===== src/rtl/board_io_pkg.sv =====
// rtl/board_io_pkg.sv - shared board-I/O timing defaults and repeat-FSM encoding
package board_io_pkg;

  localparam int CLK_HZ           = 100_000_000;
  localparam int DEBOUNCE_MS      = 10;
  localparam int REPEAT_DELAY_MS  = 500;
  localparam int REPEAT_PERIOD_MS = 100;

  localparam int CYCLES_PER_MS       = CLK_HZ / 1000;
  localparam int DEF_STABLE_CYCLES   = CYCLES_PER_MS * DEBOUNCE_MS;
  localparam int DEF_REPEAT_DELAY    = CYCLES_PER_MS * REPEAT_DELAY_MS;
  localparam int DEF_REPEAT_PERIOD   = CYCLES_PER_MS * REPEAT_PERIOD_MS;

  typedef enum logic [1:0] {
    RPT_IDLE   = 2'd0,
    RPT_DELAY  = 2'd1,
    RPT_REPEAT = 2'd2
  } rpt_state_t;

  function automatic int max_int(input int a, input int b);
    return (a > b) ? a : b;
  endfunction

endpackage


===== src/rtl/debounce_ch.sv =====
// rtl/debounce_ch.sv - one button channel: synchroniser, stability counter, auto-repeat FSM
module debounce_ch
  import board_io_pkg::*;
#(
  parameter int SYNC_STAGES   = 2,
  parameter int STABLE_CYCLES = DEF_STABLE_CYCLES,
  parameter int REPEAT_DELAY  = DEF_REPEAT_DELAY,
  parameter int REPEAT_PERIOD = DEF_REPEAT_PERIOD
) (
  input  logic clk,
  input  logic rst,
  input  logic btn_in,
  input  logic rpt_en,
  output logic btn_out,
  output logic btn_rise,
  output logic btn_fall,
  output logic btn_rpt
);

  localparam int CNT_W = $clog2(STABLE_CYCLES + 1);
  localparam int RPT_W = $clog2(max_int(REPEAT_DELAY, REPEAT_PERIOD) + 1);

  localparam logic [CNT_W-1:0] CNT_LAST = CNT_W'(STABLE_CYCLES - 1);
  localparam logic [RPT_W-1:0] DLY_LAST = RPT_W'(REPEAT_DELAY - 1);
  localparam logic [RPT_W-1:0] PER_LAST = RPT_W'(REPEAT_PERIOD - 1);

  logic [SYNC_STAGES-1:0] sync_ff;
  logic [CNT_W-1:0]       cnt;
  logic [RPT_W-1:0]       rcnt;
  rpt_state_t             state;

  logic sync;
  logic mismatch;
  logic accept;
  logic rise_now;
  logic fall_now;

  // A new level is accepted on the edge that completes the stable run.
  always_comb begin
    sync     = sync_ff[SYNC_STAGES-1];
    mismatch = (sync != btn_out);
    accept   = mismatch && (cnt == CNT_LAST);
    rise_now = accept && !btn_out;
    fall_now = accept && btn_out;
  end

  always_ff @(posedge clk) begin
    if (rst) begin
      sync_ff  <= '0;
      cnt      <= '0;
      btn_out  <= 1'b0;
      btn_rise <= 1'b0;
      btn_fall <= 1'b0;
      btn_rpt  <= 1'b0;
      rcnt     <= '0;
      state    <= RPT_IDLE;
    end else begin
      sync_ff <= {sync_ff[SYNC_STAGES-2:0], btn_in};

      if (!mismatch) begin
        cnt <= '0;
      end else if (accept) begin
        cnt     <= '0;
        btn_out <= ~btn_out;
      end else begin
        cnt <= cnt + CNT_W'(1);
      end

      btn_rise <= rise_now;
      btn_fall <= fall_now;
      btn_rpt  <= 1'b0;

      // A release or disabled repeat abandons any pending strobe on this edge.
      if (fall_now || !rpt_en) begin
        state <= RPT_IDLE;
        rcnt  <= '0;
      end else begin
        case (state)
          RPT_IDLE: begin
            rcnt <= '0;
            if (rise_now) state <= RPT_DELAY;
          end
          RPT_DELAY: begin
            if (rcnt == DLY_LAST) begin
              btn_rpt <= 1'b1;
              rcnt    <= '0;
              state   <= RPT_REPEAT;
            end else begin
              rcnt <= rcnt + RPT_W'(1);
            end
          end
          RPT_REPEAT: begin
            if (rcnt == PER_LAST) begin
              btn_rpt <= 1'b1;
              rcnt    <= '0;
            end else begin
              rcnt <= rcnt + RPT_W'(1);
            end
          end
          default: begin
            state <= RPT_IDLE;
            rcnt  <= '0;
          end
        endcase
      end
    end
  end

endmodule


===== src/rtl/debounce_multi.sv =====
// rtl/debounce_multi.sv - N-channel push-button conditioner built from debounce_ch
module debounce_multi
  import board_io_pkg::*;
#(
  parameter int N_CH          = 4,
  parameter int SYNC_STAGES   = 2,
  parameter int STABLE_CYCLES = DEF_STABLE_CYCLES,
  parameter int REPEAT_DELAY  = DEF_REPEAT_DELAY,
  parameter int REPEAT_PERIOD = DEF_REPEAT_PERIOD
) (
  input  logic            clk,
  input  logic            rst,
  input  logic [N_CH-1:0] btn_in,
  input  logic            rpt_en,
  output logic [N_CH-1:0] btn_out,
  output logic [N_CH-1:0] btn_rise,
  output logic [N_CH-1:0] btn_fall,
  output logic [N_CH-1:0] btn_rpt
);

  for (genvar i = 0; i < N_CH; i++) begin : g_ch
    debounce_ch #(
      .SYNC_STAGES  (SYNC_STAGES),
      .STABLE_CYCLES(STABLE_CYCLES),
      .REPEAT_DELAY (REPEAT_DELAY),
      .REPEAT_PERIOD(REPEAT_PERIOD)
    ) u_ch (
      .clk     (clk),
      .rst     (rst),
      .btn_in  (btn_in[i]),
      .rpt_en  (rpt_en),
      .btn_out (btn_out[i]),
      .btn_rise(btn_rise[i]),
      .btn_fall(btn_fall[i]),
      .btn_rpt (btn_rpt[i])
    );
  end

endmodule


===== config.mk =====
export PLATFORM = sky130hd
export DESIGN_NAME = debounce_multi
export DESIGN_NICKNAME = d
export VERILOG_FILES = /design/src/rtl/board_io_pkg.sv /design/src/rtl/debounce_ch.sv /design/src/rtl/debounce_multi.sv
export SDC_FILE = /design/constraint.sdc
export NUM_CORES = 1
export LEC_CHECK = 0
export CORE_MARGIN = 1.5
export CORE_UTILIZATION = 50
export DETAILED_ROUTE_END_ITERATION = 8
export PLACE_DENSITY_LB_ADDON = 0.15
export SLEW_MARGIN = 20
export SYNTH_ARGS = -nofsm -noshare
export SYNTH_HDL_FRONTEND = slang
export SYNTH_SLANG_ARGS = --single-unit

===== constraint.sdc =====
create_clock -name clk -period 4.4 [get_ports clk]
set_input_delay 0.66 -clock clk [delete_from_list [all_inputs] [get_ports clk]]
set_output_delay 0.66 -clock clk [all_outputs]
set_load 0.1 [all_outputs]

After elaboration in Yosys (flattened, before gate mapping) --
Index checks and enable logic that the tools add are counted.
Storage, ports and cells: flip-flop bits (word level) 216, input bits 7, output and inout bits 16, word-level logic and storage cells 161
Operators by class: add/sub/neg operators 8, equality and inequality tests 32, multiplexer cells 36, bitwise logic cells 12, reduce and logical (&&, ||, !) cells 41
Operators by type and width (count):
- $mux W26 | 8
- $pmux W26 S2 | 4
- $add A26 B1 Y26 const B | 4
- $eq A26 B24 Y1 const B | 4
- $eq A26 B26 Y1 const B | 4
- $add A20 B1 Y20 const B | 4
- $eq A20 B20 Y1 const B | 4
- $pmux W2 S3 | 4
- $mux W2 | 8
- $ne A2 B1 Y1 const B | 8
- $logic_and A1 B1 Y1 | 12
- $not A1 Y1 | 12
- $reduce_and A3 Y1 | 4
- $reduce_or A3 Y1 | 4
- $eq A2 B1 Y1 const B | 4
- $eq A2 B2 Y1 const B | 4
- $logic_not A2 Y1 | 4
- $mux W1 | 8
- $pmux W1 S2 | 4
- $reduce_and A2 Y1 | 4
- $reduce_or A2 Y1 | 4
- $logic_not A1 Y1 | 5
- $logic_or A1 B1 Y1 | 4
- $ne A1 B1 Y1 | 4

Logic depth before layout (Yosys ltp) --
Gate-level depths: netlist of run 1.
depth in word-level cells 5, depth in mapped cells 8, depth with buffers taken out 6

Modules after synthesis --
A second synthesis of run 1 with hierarchy kept.
Second synthesis, totals: cell total of the unflattened synthesis 1156, area total of the unflattened synthesis 10138.5 µm²
Modules (own cells, without submodules):
- debounce_ch (g_ch[0].u_ch ...) | times used 3, cells each 291, area each 2547.4 µm², sequential area each 1081.0 µm²
- debounce_ch (g_ch[3].u_ch) | times used 1, cells each 283, area each 2496.1 µm², sequential area each 1081.0 µm²

Least setup slack after synthesis of run 1 --
OpenSTA, ideal clock, no wires.
path kind reg2reg, start point register g_ch[0].u_ch.rcnt[18], end point register g_ch[0].u_ch.rcnt[16], library setup time 115 ps, arrival 2326 ps, data required time 4285 ps, slack 1960 ps, cell stages (with the launch flop) 7, buffers on the path 1, clock period less this slack 2440 ps, cells stage by stage dfxtp_1 -> or4_1 -> or4_4 -> o41a_1 -> o211ai_4 -> buf_6 -> nor2_1
On the way: longest elaborated chain between the ends 3
Ends and longest elaborated chain:
- start: declaration | RTL line debounce_ch.sv:29 | logic [RPT_W-1:0] rcnt;
- start signal: assignment | RTL line debounce_ch.sv:89 | rcnt <= rcnt + RPT_W'(1);
- start signal: assignment | RTL line debounce_ch.sv:97 | rcnt <= rcnt + RPT_W'(1);
- $eq A26 B24 Y1 / $eq A26 B26 Y1 (equally long branches) | RTL line debounce_ch.sv:93, debounce_ch.sv:84
- $mux W26, on equally long branches | RTL line debounce_ch.sv:93, debounce_ch.sv:84
- $pmux W26 S2 (*) | RTL line debounce_ch.sv:78 | case (state)
Mark *: on every way between the ends. The rest lies on a longest branch, timed or not. A chain may end at the register's enable or synchronous reset.

Worst setup path in the final report of run 1 --
start point register g_ch[0].u_ch.btn_out, end point output port btn_out[0]
RTL lines:
- start: declaration | RTL line debounce_ch.sv:14 | output logic btn_out,
- start signal: assignment | RTL line debounce_ch.sv:64 | btn_out <= ~btn_out;
- end: declaration | RTL line debounce_multi.sv:15 | output logic [N_CH-1:0] btn_out,
No word-level cell between the ends.

==> impl_metrics.yaml, run 1 <==
yosys:
  synthCells: 1141
  yosys_register_bits: 216
  async_flop_share_pct: 0
  synth.area.top_cells: "dfxtp_1 (43%), xor2_1 (10%), nor2_1 (7.5%)"
  syn_area_sq_mm: 0.00998
  syn_avg_cell_area_sq_um: 8.75
  syn_nets: 1172
  synth-edff-count: 0
  synth_largest_area_cell: "dfxtp_1"
  synth_top_area_share_pct: 43.3
  synth_cell_types: 54
  synth_warnings: 0
  yosysMostFrequentCell: "dfxtp_1"
  synth_seq_area_share_pct: 43.3
  synthTopCellsByCount: "dfxtp_1 (216), nor2_1 (200), xor2_1 (116)"
  synthFlopType: "dfxtp_1"
pwr:
  ir_drop_v: 0.000283
  p_leak_nw: 3.54
  finalPower_mw: 4.08
  power-per-cell-area_mw_per_mm2: 365
timing:
  tns_ns: 0
  hold_ws_ns: 0.430
  tightestPinTransition_ns: 1.02
  rsz0062_at_grt: "no"
  final_min_period_over_clock_period_pct: 65.9
  fin_crit_ns: 2.90
  worst_slack_ns: 1.50
  setup_viol_count_final: 0
  fmax_ghz: 0.345
  relSlewSlack_pct: 31.6
  maxSlewViolCount: 0
  hold_viol: 0
  finClkSkew_ns: 0.0142
setup_path:
  worstPathRequired_ns: 3.74
  crit_path_end_kind: "output pin"
  worstSetupStartpointType: "flop"
  crit_family: "buffers and inverters"
  cpPeakStageDelay_ns: 1.21
  cp_max_fo: 7
  crit_slowest_cell: "clkdlybuf4s50_1"
  crit_type: "reg -> out"
  arrival_ns: 2.24
  path_cells: "clkdlybuf4s50_1"
  crit_buf_inv: 1
status:
  outcome: "finished clean"
layout:
  drive_above_1_share_pct: 4.29
  area_delta_synth_final_pct: 12.1
  final_net_count: 1179
  diodes: 0
  stdcell_area_sq_mm: 0.0112
route:
  vias: 7576
  firstDrtPassIters: 4
  met3WireLength_um: 578
  top_layer: "met4"
  drt-initial-drc-count: 357
  wl_met1_mm: 9.37
  wl_met2_mm: 8.44
  ant_nets: 0
  wl_per_cell_um: 13.1
  drt_wl_total_mm: 18.7
  drc: 0
  vias_per_cell: 5.30
cts:
  htree_levels: 1
  numCtsBuffers: 24
  cts_hold_buf: 0
  clock_path_buffers: 3
  post_cts_buffers: 0
  insertion_delay_ns: 0.51
  cts.clk_slew.worst_paths_ns: 0.06
  root_buffer: "clkbuf_16"
  cts_tree: "built"
  cts.repair.resized: 0
  clock_sinks: 216
global_route:
  grt_pass1_vias: 7106
  grt-ovfl-total: 0
  antenna_found_initial: 0
  grt_usage_pct: 18.3
  grt_max_degree: 28
  grt_pass1_wl_mm: 32.0
place:
  io_buffer_count: 22
  postPlaceCellArea_sq_mm: 0.0103
  routabilityCongestion: 0.799
  dp_hpwl_mm: 12.5
  pre_cts_ws_ns: 1.25
floorplanning:
  ios: 23
  die_h_um: 144
  start_util_pct: 51.1
  core_area_sq_mm: 0.0195
  row_count: 51
  die_w_um: 144
  die_area_sq_mm: 0.0208
flow_run:
  cap_viol_max_count: 0
worst_hold_path:
  min_path_type: "reg -> reg"
## metal layers
layer	track usage, %	vias up
li1	-	3967
met2	30.6	80
met5	0	-
met3	3.08	26
met1	24.4	3503
met4	4.73	0
## worst reg2reg max path, cell delays in order (launching register included)
cell	delay, ns
dfxtp_1	0.34
or4_1	0.52
or4_4	0.56
o41a_1	0.49
o211ai_4	0.63
nor2_1	0.12
## cell usage in the layout (no fill, tap or decap), drive strengths merged, types with 6 or more instances in the layout
| cell | count |
|---|---|
| or3 | 8 |
| nand4b | 6 |
| nor2b | 15 |
| a21oi | 8 |
| inv | 28 |
| clkbuf | 39 |
| nor3 | 64 |
| and3 | 35 |
| nor4bb | 7 |
| nand4 | 66 |
| xnor2 | 55 |
| and4 | 19 |
| nand3 | 82 |
| clkdlybuf4s50 | 22 |
| nor4 | 13 |
| and2 | 6 |
| xor2 | 116 |
| nor3b | 6 |
| nand2 | 58 |
| nor2 | 200 |
| ha | 24 |
| nand2b | 7 |
| dfxtp | 216 |
| or4 | 7 |
## per-stage QoR
stage          instances  util [%]
2_1_floorplan       1141         -
3_3_place_gp        1387      52.9
3_5_place_dp        1387      52.9
4_1_cts             1430      57.2
5_1_grt             1430      57.3
6_report            1430      57.3
## final timing paths
check | startpoint | cells past startpoint | to | slack (ns)
setup / recovery | g_ch[0].u_ch.btn_out | 1 | btn_out[0] | 1.50
hold / removal | g_ch[1].u_ch.sync_ff[0] | 1 | g_ch[1].u_ch.sync_ff[1] | 0.43
setup reg to reg | g_ch[0].u_ch.rcnt[18] | 5 | g_ch[0].u_ch.rcnt[3] | 1.59
hold reg to reg | g_ch[1].u_ch.sync_ff[0] | 1 | g_ch[1].u_ch.sync_ff[1] | 0.43
## state kept, by name (all words and copies together) (netlist names)
name / cells
g_ch.u_ch.state: 8
g_ch.u_ch.btn_fall: 4
g_ch.u_ch.btn_rise: 4
g_ch.u_ch.rcnt: 104
g_ch.u_ch.cnt: 80
g_ch.u_ch.btn_rpt: 4
g_ch.u_ch.sync_ff: 8
g_ch.u_ch.btn_out: 4
## logic make-up after synthesis
family,synth area share [%]
DFF,43.3
AOI/OAI and AO/OA,3.08
muxes,0.201
buffers and inverters,3.42
adders and majority gates,3.01
and+or+nand+nor,31.9
xor gates and xnor gates,15.0
## area by class of cell
| cell class | count | area, sq um |
|---|---|---|
| fillers | 1794 | 8340 |
| well taps | 265 | 332 |
| multi-input cells | 854 | 5350 |
| repair buffers | 24 | 235 |
| inverters | 28 | 105 |
| clock inverters | 4 | 95.1 |
| flip-flops and latches | 216 | 4320 |
| clock buffers | 39 | 748 |
## power by group
| part | total [mW] | switching, mW | internal, mW |
|---|---|---|---|
| clock network | 2.09 | 0.761 | 1.33 |
| registers | 1.96 | 0.00248 | 1.96 |
| logic | 0.0268 | 0.0160 | 0.0107 |
No activity file was read; power rests on OpenSTA's default activity.
==> run 2, diff against run 1 <==
- clock period: 4.4 -> 3.05 ns (I/O delays scaled with it)
==> run 2 against run 1 <==
Clock skew is 0.0019 ns lower. Power is 40% higher. Largest power group unchanged. Via count is 1.6% higher. Sequential share of layout area is 0.073 points higher. Global-route usage is 0.63 points higher.
==> impl_metrics.yaml, run 2 (synthesis results as in run 1) <==
setup_path:
  rrSetupSlack_ns: 0.43
  worstPathRequired_ns: 3.43
  crit_path_end_kind: "flop"
  cp_max_fo: 26
  r2r-end: "g_ch[0].u_ch.rcnt[11]"
  arrival_ns: 3.01
  worstRegToRegCells: 6
  r2r-start: "g_ch[0].u_ch.rcnt[18]"
  worstSetupStartpointType: "flop"
  crit_type: "reg -> reg"
layout:
  final_cells: 1442
  drive_above_1_share_pct: 6.71
  final_net_count: 1191
  final_cell_mix: "dfxtp_1 (216), nor2_1 (200), xor2_1 (116)"
  layout_commonest_cell: "dfxtp_1"
  largestRegisters: "g_ch.u_ch.rcnt x104, g_ch.u_ch.cnt x80"
  fillCellCount: 1830
  top_register: "g_ch.u_ch.rcnt"
  largest_reg_flops: 104
  area_delta_synth_final_pct: 11.9
  diodes: 0
place:
  dp_hpwl_mm: 12.9
  dp.cells: 1399
  io_buffer_count: 22
  routabilityCongestion: 0.782
  pre_cts_ws_ns: 0.416
timing:
  tns_ns: 0
  fin_crit_ns: 2.62
  finClkSkew_ns: 0.0123
  maxSlewViolCount: 0
  fmax_ghz: 0.381
  hold_viol: 0
  tightestPinTransition_ns: 0.822
  worst_slack_ns: 0.426
  relSlewSlack_pct: 45.2
  setup_viol_count_final: 0
  rsz0062_at_grt: "no"
  final_min_period_over_clock_period_pct: 86.0
floorplanning:
  die_w_um: 144
  ios: 23
  row_count: 51
  die_area_sq_mm: 0.0208
  core_area_sq_mm: 0.0195
  die_h_um: 144
  start_util_pct: 51.1
status:
  outcome: "finished clean"
route:
  vias_per_cell: 5.34
  ant_nets: 0
  drt-initial-drc-count: 347
  drt_wl_total_mm: 19.1
  wl_per_cell_um: 13.2
  firstDrtPassIters: 4
  drc: 0
  vias: 7697
worst_hold_path:
  min_path_cells: 1
  hold_path_startpoint: "g_ch[1].u_ch.sync_ff[0]"
  holdPathEnd: "g_ch[1].u_ch.sync_ff[1]"
  min_path_type: "reg -> reg"
cts:
  cts_tree: "built"
  cts_hold_buf: 0
  root_buffer: "clkbuf_16"
  cts.clk_slew.worst_paths_ns: 0.06
  clock_sinks: 216
  htree_levels: 1
  post_cts_buffers: 0
  insertion_delay_ns: 0.51
  cts.repair.resized: 0
  numCtsBuffers: 24
  clock_path_buffers: 3
global_route:
  grt_max_degree: 28
  antenna_found_initial: 0
  grt-ovfl-total: 0
  grt_usage_pct: 18.9
  grt_pass1_wl_mm: 33.1
  grt_pass1_vias: 7184
pwr:
  power-per-cell-area_mw_per_mm2: 513
  p_leak_nw: 3.61
  ir_drop_v: 0.000391
flow_run:
  cap_viol_max_count: 0
-- run 2: changes by cell type in the layout (fill, tap and decap cells not counted) --
cell	before	now
buf_4	2	30
clkdlybuf4s50_1	22	6
clkinv_2	1	4
bufinv_16	3	1
a2bb2oi_2	0	1
a2bb2oi_4	1	0
clkbuf_1	7	6
o2111ai_2	0	1
o2111ai_4	1	0
-- run 2: metal layers --
layer,global-route usage (%),vias to the layer above,share of wire (%)
met5,0,-,0
met4,4.36,0,1.8
met3,3.15,27,2.8
met2,31.3,75,44
met1,25.8,3599,51
li1,-,3996,-
-- run 2: how the worst max path moves through the flow --
| stage | from | cells past startpoint | slack (ns) | end |
|---|---|---|---|---|
| after floorplan | g_ch[0].u_ch.rcnt[18] | 6 | 0.61 | g_ch[0].u_ch.rcnt[16] |
| after global placement | g_ch[0].u_ch.rcnt[18] | 6 | 0.48 | g_ch[0].u_ch.rcnt[20] |
| after detailed placement | g_ch[0].u_ch.rcnt[18] | 6 | 0.42 | g_ch[0].u_ch.rcnt[11] |
| after CTS | g_ch[0].u_ch.rcnt[18] | 6 | 0.41 | g_ch[0].u_ch.rcnt[11] |
| after global routing | g_ch[1].u_ch.rcnt[0] | 5 | 0.26 | g_ch[1].u_ch.rcnt[17] |
| final | g_ch[0].u_ch.rcnt[18] | 6 | 0.43 | g_ch[0].u_ch.rcnt[11] |
-- run 2: critical path, stage by stage, from the launching register on --
cell and delay (ns):
dfxtp_1 0.35, or4_1 0.54, or4_4 0.55, o41a_1 0.49, o211ai_4 0.18, buf_4 0.30
nor2_1 0.10
-- run 2: layout make-up --
class / count / area, sq um / share of cell area [%]
Clock buffer: 38 / 744 / 6.67
Clock inverter: 5 / 50.0 / 0.448
Inverter: 28 / 105 / 0.941
Multi-Input combinational cell: 854 / 5330 / 47.7
Sequential cell: 216 / 4320 / 38.7
Tap cell: 265 / 332 / 2.97
Timing Repair Buffer: 36 / 285 / 2.55
-- run 2: power by group --
group          switching [mW]  internal (mW)  leakage, nW
registers             0.00394           2.83         1.74
clock network            1.11           1.75        0.395
logic                  0.0242         0.0175         1.48
-- run 2: per-stage QoR --
step | power, mW | cell area, sq um | hold WS, ns | util [%]
final | 5.73 | 11200 | 0.436 | 57.2
after global routing | 5.94 | 11200 | 0.456 | 57.2
after CTS | 5.81 | 11200 | 0.439 | 57.2
after detailed placement | 2.94 | 10400 | 0.426 | 53.1
after global placement | 2.94 | 10400 | 0.418 | 53.1
after floorplan | 2.92 | 9980 | 0.414 | -
